**src/rtl/dsp_mac_pipe.sv**
```systemverilog
// -----------------------------------------------------------------------------
// dsp_mac_pipe
//   Pipelined signed multiply-accumulate with an optional pre-adder.
//   S1 registers a and pre = use_pre ? (pre_sub ? d-b : d+b) : b.
//   S2 registers prod = a*pre, sign-extended to ACC_W.
//   S3 accumulates ACC_LEN products per group; in_last may close a group early.
//   OUT holds the closed group sum until downstream takes it.
//   A sample accepted on edge N shows up at the output on edge N+3.
//   A stalled output freezes the whole pipeline.
//
// Configuration macro:
//   DSP_MAC_SAT_EN  defined   : an overflowing accumulation step clamps to the
//                               signed ACC_W max/min.
//                   undefined : accumulation wraps modulo 2^ACC_W.
//   out_ovf reports a signed overflow in the group in both builds.
//
// Ports:
//   clk, rst            clock, synchronous active-high reset
//   in_valid / in_ready input handshake (in_ready = ~stall & ~rst)
//   a, b, d             signed operands (A_W, B_W, B_W bits)
//   use_pre, pre_sub    pre-adder select / subtract select
//   in_last             closes the current group with this sample
//   out_valid/out_ready output handshake
//   out_data, out_ovf   group sum (ACC_W bits signed) and group overflow flag
// -----------------------------------------------------------------------------
`timescale 1ns/1ps

module dsp_mac_pipe #(
    parameter int unsigned A_W     = 18,
    parameter int unsigned B_W     = 18,
    parameter int unsigned ACC_W   = 48,
    parameter int unsigned ACC_LEN = 4
) (
    input  logic             clk,
    input  logic             rst,
    input  logic             in_valid,
    output logic             in_ready,
    input  logic [A_W-1:0]   a,
    input  logic [B_W-1:0]   b,
    input  logic [B_W-1:0]   d,
    input  logic             use_pre,
    input  logic             pre_sub,
    input  logic             in_last,
    output logic             out_valid,
    input  logic             out_ready,
    output logic [ACC_W-1:0] out_data,
    output logic             out_ovf
);

    localparam int unsigned PRE_W  = B_W + 1;
    localparam int unsigned PROD_W = A_W + B_W + 1;
    localparam int unsigned CNT_W  = (ACC_LEN > 1) ? $clog2(ACC_LEN) : 1;
    localparam logic [CNT_W-1:0] CNT_LAST = CNT_W'(ACC_LEN - 1);

`ifdef DSP_MAC_SAT_EN
    localparam logic signed [ACC_W-1:0] ACC_MAX = {1'b0, {(ACC_W-1){1'b1}}};
    localparam logic signed [ACC_W-1:0] ACC_MIN = {1'b1, {(ACC_W-1){1'b0}}};
`endif

    // ---------------------------------------------------------------------
    // Handshake / stall
    // ---------------------------------------------------------------------
    logic stall_c;
    logic accept_c;

    // ---------------------------------------------------------------------
    // Pipeline state
    // ---------------------------------------------------------------------
    logic                     s1_valid_q, s1_valid_d;
    logic                     s1_last_q,  s1_last_d;
    logic signed [A_W-1:0]    s1_a_q,     s1_a_d;
    logic signed [PRE_W-1:0]  s1_pre_q,   s1_pre_d;

    logic                     s2_valid_q, s2_valid_d;
    logic                     s2_last_q,  s2_last_d;
    logic signed [ACC_W-1:0]  s2_prod_q,  s2_prod_d;

    logic signed [ACC_W-1:0]  acc_q,      acc_d;
    logic [CNT_W-1:0]         cnt_q,      cnt_d;
    logic                     ovf_q,      ovf_d;
    logic                     s3_close_q, s3_close_d;

    logic                     out_valid_q, out_valid_d;
    logic signed [ACC_W-1:0]  out_data_q,  out_data_d;
    logic                     out_ovf_q,   out_ovf_d;

    // Stalled whenever a result is presented and not taken.
    assign stall_c  = out_valid_q & ~out_ready;
    assign in_ready = ~stall_c & ~rst;
    assign accept_c = in_valid & in_ready;

    // ---------------------------------------------------------------------
    // S1: operand capture and pre-adder
    // ---------------------------------------------------------------------
    logic signed [PRE_W-1:0] b_ext_c;
    logic signed [PRE_W-1:0] d_ext_c;

    always_comb begin
        b_ext_c    = $signed({b[B_W-1], b});
        d_ext_c    = $signed({d[B_W-1], d});
        s1_valid_d = accept_c;
        s1_last_d  = in_last;
        s1_a_d     = $signed(a);
        s1_pre_d   = b_ext_c;
        if (use_pre) begin
            if (pre_sub) begin
                s1_pre_d = d_ext_c - b_ext_c;
            end else begin
                s1_pre_d = d_ext_c + b_ext_c;
            end
        end
    end

    // ---------------------------------------------------------------------
    // S2: multiply at full product width, then sign-extend to ACC_W
    // ---------------------------------------------------------------------
    logic signed [PROD_W-1:0] a_ext_c;
    logic signed [PROD_W-1:0] pre_ext_c;
    logic signed [PROD_W-1:0] prod_c;

    always_comb begin
        a_ext_c    = PROD_W'(s1_a_q);
        pre_ext_c  = PROD_W'(s1_pre_q);
        prod_c     = a_ext_c * pre_ext_c;
        s2_valid_d = s1_valid_q;
        s2_last_d  = s1_last_q;
        s2_prod_d  = ACC_W'(prod_c);
    end

    // ---------------------------------------------------------------------
    // S3: accumulate. cnt==0 marks group start, so a stale acc is simply
    // overwritten by the first product of the next group.
    // ---------------------------------------------------------------------
    logic signed [ACC_W-1:0] sum_c;
    logic signed [ACC_W-1:0] step_val_c;
    logic                    step_ovf_c;
    logic                    close_c;

    always_comb begin
        sum_c      = acc_q + s2_prod_q;
        // Signed overflow: operands agree in sign, result does not.
        step_ovf_c = (acc_q[ACC_W-1] == s2_prod_q[ACC_W-1]) &&
                     (sum_c[ACC_W-1] != acc_q[ACC_W-1]);
`ifdef DSP_MAC_SAT_EN
        // The true sum has the sign of the (equal-signed) operands.
        if (step_ovf_c) begin
            step_val_c = acc_q[ACC_W-1] ? ACC_MIN : ACC_MAX;
        end else begin
            step_val_c = sum_c;
        end
`else
        step_val_c = sum_c;
`endif
        close_c    = s2_valid_q & (s2_last_q | (cnt_q == CNT_LAST));

        acc_d      = acc_q;
        cnt_d      = cnt_q;
        ovf_d      = ovf_q;
        s3_close_d = 1'b0;
        if (s2_valid_q) begin
            if (cnt_q == '0) begin
                acc_d = s2_prod_q;
                ovf_d = 1'b0;
            end else begin
                acc_d = step_val_c;
                ovf_d = ovf_q | step_ovf_c;
            end
            if (close_c) begin
                cnt_d = '0;
            end else begin
                cnt_d = cnt_q + CNT_W'(1);
            end
            s3_close_d = close_c;
        end
    end

    // ---------------------------------------------------------------------
    // OUT: load on close (back-to-back without a bubble), clear on take
    // ---------------------------------------------------------------------
    always_comb begin
        out_valid_d = s3_close_q | (out_valid_q & ~out_ready);
        out_data_d  = out_data_q;
        out_ovf_d   = out_ovf_q;
        if (s3_close_q) begin
            out_data_d = acc_q;
            out_ovf_d  = ovf_q;
        end
    end

    // ---------------------------------------------------------------------
    // State registers: everything holds while stalled
    // ---------------------------------------------------------------------
    always_ff @(posedge clk) begin
        if (rst) begin
            s1_valid_q  <= 1'b0;
            s1_last_q   <= 1'b0;
            s1_a_q      <= '0;
            s1_pre_q    <= '0;
            s2_valid_q  <= 1'b0;
            s2_last_q   <= 1'b0;
            s2_prod_q   <= '0;
            acc_q       <= '0;
            cnt_q       <= '0;
            ovf_q       <= 1'b0;
            s3_close_q  <= 1'b0;
            out_valid_q <= 1'b0;
            out_data_q  <= '0;
            out_ovf_q   <= 1'b0;
        end else if (!stall_c) begin
            s1_valid_q  <= s1_valid_d;
            s1_last_q   <= s1_last_d;
            s1_a_q      <= s1_a_d;
            s1_pre_q    <= s1_pre_d;
            s2_valid_q  <= s2_valid_d;
            s2_last_q   <= s2_last_d;
            s2_prod_q   <= s2_prod_d;
            acc_q       <= acc_d;
            cnt_q       <= cnt_d;
            ovf_q       <= ovf_d;
            s3_close_q  <= s3_close_d;
            out_valid_q <= out_valid_d;
            out_data_q  <= out_data_d;
            out_ovf_q   <= out_ovf_d;
        end
    end

    assign out_valid = out_valid_q;
    assign out_data  = out_data_q;
    assign out_ovf   = out_ovf_q;

endmodule

```
**config.mk**
```make
export PLATFORM = sky130hd
export DESIGN_NAME = dsp_mac_pipe
export DESIGN_NICKNAME = d
export VERILOG_FILES = /design/src/rtl/dsp_mac_pipe.sv
export SDC_FILE = /design/constraint.sdc
export NUM_CORES = 1
export LEC_CHECK = 0
export CORE_AREA = 2 2 219 275
export DETAILED_ROUTE_END_ITERATION = 6
export DIE_AREA = 0 0 221 277
export MAX_ROUTING_LAYER = met4
export PLACE_DENSITY_LB_ADDON = 0.1
export SLEW_MARGIN = 20
export SYNTH_ARGS = -nofsm -noshare
export SYNTH_HDL_FRONTEND = slang
export SYNTH_SLANG_ARGS = --single-unit
```
**constraint.sdc**
```tcl
create_clock -name clk -period 8.7 [get_ports clk]
set_input_delay 1.305 -clock clk [delete_from_list [all_inputs] [get_ports clk]]
set_output_delay 1.305 -clock clk [all_outputs]
set_load 0.1 [all_outputs]
```
* Word level (Yosys, flattened, before mapping)
Cells that the tools add are included.
** Word-level totals
- Input bits :: 61
- Logic and storage cells :: 42
- Register bits :: 180
- Output and inout port bits :: 51
** Operators by class
- $mul :: 1
- Reduce and logical (&&, ||, !) cells :: 4
- Mux-type cells :: 6
- Equal/unequal tests :: 3
- Bitwise logic cells :: 10
- $add $sub $neg :: 4
** Operators with widths (number)
- 48-bit by 37-bit adder with 48-bit output :: 1
- 48-bit 2-to-1 mux :: 1
- 19-bit 2-to-1 mux :: 2
- 18-bit by 19-bit multiplier with 37-bit output :: 1
- 18-bit by 18-bit adder with 19-bit output :: 1
- 18-bit by 18-bit subtractor with 19-bit output :: 1
- 1-bit bitwise AND :: 4
- 2-bit AND reduction :: 2
- 1-bit NOT :: 3
- 1-bit OR :: 3
- 2-bit by 1-bit adder with 2-bit output (second input constant) :: 1
- 2-bit == test (second input constant) :: 1
- 2-bit zero test :: 1
- 1-bit 2-to-1 mux :: 2
- 2-bit 2-to-1 mux :: 1
- 1-bit == test :: 1
- 1-bit logical AND :: 1
- 1-bit inequality test :: 1

* Logic depth before layout (Yosys ltp)
- Depth in word-level cells :: 5
- Gate-level depth with buffers :: 27
- Mapped depth without buffers :: 25

* Least setup slack after synthesis
OpenSTA, ideal clock, no wires.
- Path type :: flip-flop to flip-flop
- From :: register s1_pre_q[10]
- To :: register, netlist name s2_prod_q[36]
- Slack :: 2.392 ns
- Data arrival time :: 6.192 ns
- Path buffers :: 2
- Cell stages (with the launch flop) :: 24
- Required time :: 8.584 ns
- Setup time :: 0.116 ns
- Period minus slack after synthesis :: 6.308 ns
- Path through :: dfxtp_1 -> clkbuf_1 -> clkbuf_1 -> nand2_1 -> fa_1 -> inv_1 -> fa_1 -> fa_1 -> fa_1 -> fa_1 -> inv_1 -> fa_1 -> inv_1 -> ha_1 -> a21o_1 -> a21o_1 -> a2111oi_0 -> o21a_1 -> o21ai_1 -> a2111oi_2 -> nor3b_1 -> o21ai_0 -> o21ai_0 -> o211a_1
** On the way
- Cells in the longest elaborated chain, start to end :: 1
** RTL lines
- from (decl) :: RTL line 72 : logic signed [PRE_W-1:0] s1_pre_q, s1_pre_d;
- from (signal assigned) :: RTL line 213 : s1_pre_q <= s1_pre_d;
- 18-bit by 19-bit multiplier with 37-bit output :: RTL line 124 : prod_c = a_ext_c * pre_ext_c;
Every way passes these cells.
A chain may end at the register's enable or synchronous reset.

* Worst setup path after layout
- From :: register s1_pre_q[9]
- To :: register, netlist name s2_prod_q[36]
** On the way
- Cells in the longest elaborated chain, start to end :: 1
** RTL lines (RTL line)
- 18-bit by 19-bit multiplier with 37-bit output :: 124
Every way passes these cells.

==> flow_summary_export.csv <==
group,metric,value,unit
run_status,status,"completed",
global_route,met2_usage,0.420,
power,peakVddDrop,0.000156,V
placed_design,portBuffers,111,
critical_path,cp-start-kind,"flop",
layout,n_antenna_cell,0,
layout,fillers,6036,
yosys,synth_xor_area_frac,0.0352,
cts,cts_tree,"built",
yosys,avgSynthCellArea,8.30,sq um
critical_path,cp-end-kind,"flop",
yosys,synth_top_cell_by_area,"fa_1",
drt,wl_per_cell,18.1,um
drt,drc,0,
layout,area_growth,9.71,%
yosys,synth_seq_cells,180,
yosys,synthAdderAreaFrac,0.388,
placed_design,place_congestion,0.889,
critical_path,path_cells,"nand2_1 > fa_1 > inv_1 > fa_1 > fa_1 > fa_1 > fa_1 > inv_1 > fa_1 > inv_1 > ha_1 > a21o_1 > a21o_1 > a2111oi_0 > o21a_1 > o21ai_1 > a2111oi_2 > nor3b_1 > o21ai_0 > o21ai_0 > o211a_1",
critical_path,cpMaxStageDelayCell,"dfxtp_1",
yosys,synth-seq-area-share,0.156,
layout,nets,3358,
yosys,synth.area.mux_share,0.00908,
yosys,synth_compound_area_frac,0.136,
cts,clock_latency,0.50,ns
timing,tightest_slew,1.02,ns
timing,setup_viol,0,
critical_path,worst-path-max-fanout,19,
yosys,netlist_area,23200,sq um
drt,via_count,18500,
placed_design,dp_hpwl,50800,um
timing,rsz0062_at_grt,"no",
yosys,ys_warn_count,0,
power,leakage,11.6,nW
timing,min_period_over_period,0.823,
power,power.density,237,nW/um^2
timing,skew,0.0160,ns
floorplanning,fp-row-count,100,
run,max_cap_viol_count,0,
yosys,synth_top_family_by_area,"adder cells",
cts,cts_inserted_buffers,17,
cts,cts.clk_slew.worst_paths,0.08,ns
yosys,synth.most_common_cell,"nand2_1",
cts,holdBufCountCts,0,
critical_path,crit_type,"flop to flop",
yosys,yosys-top-cells-area,"fa_1, dfxtp_1, ha_1, nand2_1, inv_1",
global_route,first_global_vias,19700,
yosys,synth-simple-area-share,0.181,
yosys,syn_inst,2789,
cts,cts_resized,0,
timing,fin_crit,7.16,ns
timing,finalHoldViolations,0,
floorplanning,die_w,221,um
yosys,synth_ff_type,"dfxtp_1",
drt,ant_nets,0,
timing,maxSlewViolCount,0,
global_route,grt.busiest_layer,"met2",
floorplanning,start_util,0.393,
critical_path,crit_required,9.09,ns
drt,wl,64500,um
timing,slew_headroom,0.322,
global_route,globalRouteOverflowTotal,0,
global_route,antenna_found_initial,0,
global_route,use_met1,0.257,
yosys,synth_fp_nets,3360,
cts,post_cts_buffers,0,
timing,timing.final.ws_setup,1.54,ns
drt,via_per_inst,5.20,
critical_path,cpPeakStageDelay,0.99,ns
layout,layout-drive-gt1-share,0.0293,
yosys,synth-async-reset-ratio,0,
critical_path,cp_common_cell,"fa_1",
yosys,synth_edf_count,0,
yosys,ys_types,81,
worst_hold_path,hold_class,"flop to flop",
critical_path,worst-endpoint-arrival,7.55,ns
global_route,grt_max_degree,92,
global_route,grt_use_met3,0.0216,
cts,htree_levels,4,
floorplanning,ios,112,
drt,drt_iter0_drc,985,
global_route,grt_pass1_wl,106000,um
yosys,synth_common_cells,"nand2_1, inv_1, fa_1, a21oi_1, and2_1",
cts,clk_path_buf_depth,2,
timing,final.setup.tns,0,ns
timing,fmax,0.140,GHz
global_route,track_usage,0.227,
floorplanning,die_h,277,um
floorplanning,core,58900,sq um
timing,whs,0.455,ns
cts,cts-root-buf,"clkbuf_16",
power,fin_total_pwr,6.02,mW
floorplanning,dieArea,61200,sq um
drt,first_pass_iters,5,
cts,clock_sinks,180,
yosys,synth_top_area_share,0.300,
placed_design,dp_worst_setup_slack,1.68,ns
per-stage QoR:
step / util / area [sq um] / instances
detailed placement: 0.421 / 24800 / 3533
global placement: 0.421 / 24800 / 3533
global route: 0.431 / 25400 / 3565
CTS: 0.431 / 25400 / 3565
floorplan: - / 23200 / 2789
finish: 0.431 / 25400 / 3565
registers in the layout (all words and copies together), names as in the netlist, 2 cells and up:
name and cells:
acc_q 48, cnt_q 2, out_data 48, s1_a_q 18
s1_pre_q 19, s2_prod_q 37
path summary, 6_finish.rpt:
path	startpoint	cells past startpoint	slack (ns)	endpoint
setup / recovery	s1_pre_q[9]$_SDFFE_PP0N_	21	1.54	s2_prod_q[36]$_SDFFE_PP0N_
hold / removal	out_data[19]$_SDFFE_PP0P_	2	0.45	out_data[19]$_SDFFE_PP0P_
setup reg to reg	s1_pre_q[9]$_SDFFE_PP0N_	21	1.54	s2_prod_q[36]$_SDFFE_PP0N_
hold reg to reg	out_data[19]$_SDFFE_PP0P_	2	0.45	out_data[19]$_SDFFE_PP0P_
critical path, delay by kind of cell, from the launching register on:
kind                       cells  cell delay (ns)
AOI/OAI and AO/OA              9             2.19
adders and majority gates      7             3.44
buffers and inverters          3             0.15
DFF                            1             0.99
and+or+nand+nor                2             0.28
power breakdown:
group          switching [mW]  internal [mW]
Clock                   0.422          0.393
Sequential              0.178          0.933
Combinational            2.35           1.74
Total                    2.95           3.07
routing by layer:
| layer | up-vias | routed length (um) |
|---|---|---|
| li1 | 8844 | - |
| met1 | 9266 | 26200 |
| met2 | 336 | 35000 |
| met3 | 76 | 1710 |
| met4 | 0 | 1550 |
| met5 | - | 0 |
cell usage in the layout (no fill, tap or decap), types with 6 or more instances in the layout:
cell             count
nand2_1            436
inv_1              435
fa_1               347
a21oi_1            214
and2_1             182
dfxtp_1            180
ha_1               162
nor2_1             144
clkdlybuf4s50_1    110
xnor2_1             75
o21ai_0             63
a211oi_1            41
a21o_1              40
nor3_1              31
mux2i_1             21
nand2b_1            18
nand3_1             18
xor2_1              18
clkbuf_16           17
buf_4               17
o211ai_1            16
nor2b_1             14
o21a_1              13
a311oi_1            13
o21bai_1            12
or3_1               12
a31oi_1             11
nand4_1             11
and3_1              10
o21ai_1              9
o31ai_1              8
or4_1                7
nor4_1               6
layout make-up:
| type | count | area, sq um | share of cell area |
|---|---|---|---|
| timing repair buffer | 128 | 1240 | 0.0488 |
| inverter | 435 | 1630 | 0.0643 |
| clock inverter | 14 | 160 | 0.00630 |
| clock buffer | 18 | 439 | 0.0173 |
| multi-input combinational | 2025 | 17400 | 0.684 |
| sequential | 180 | 3600 | 0.142 |
| tap | 765 | 957 | 0.0377 |
kinds of logic after synthesis:
| family | count (synthesis) |
|---|---|
| fa+ha+maj | 510 |
| flops | 180 |
| xor+xnor | 93 |
| mux | 21 |
| buf+inv | 584 |
| simple gates | 906 |
| compound gates | 495 |
Power figures use the tool's default switching activity.
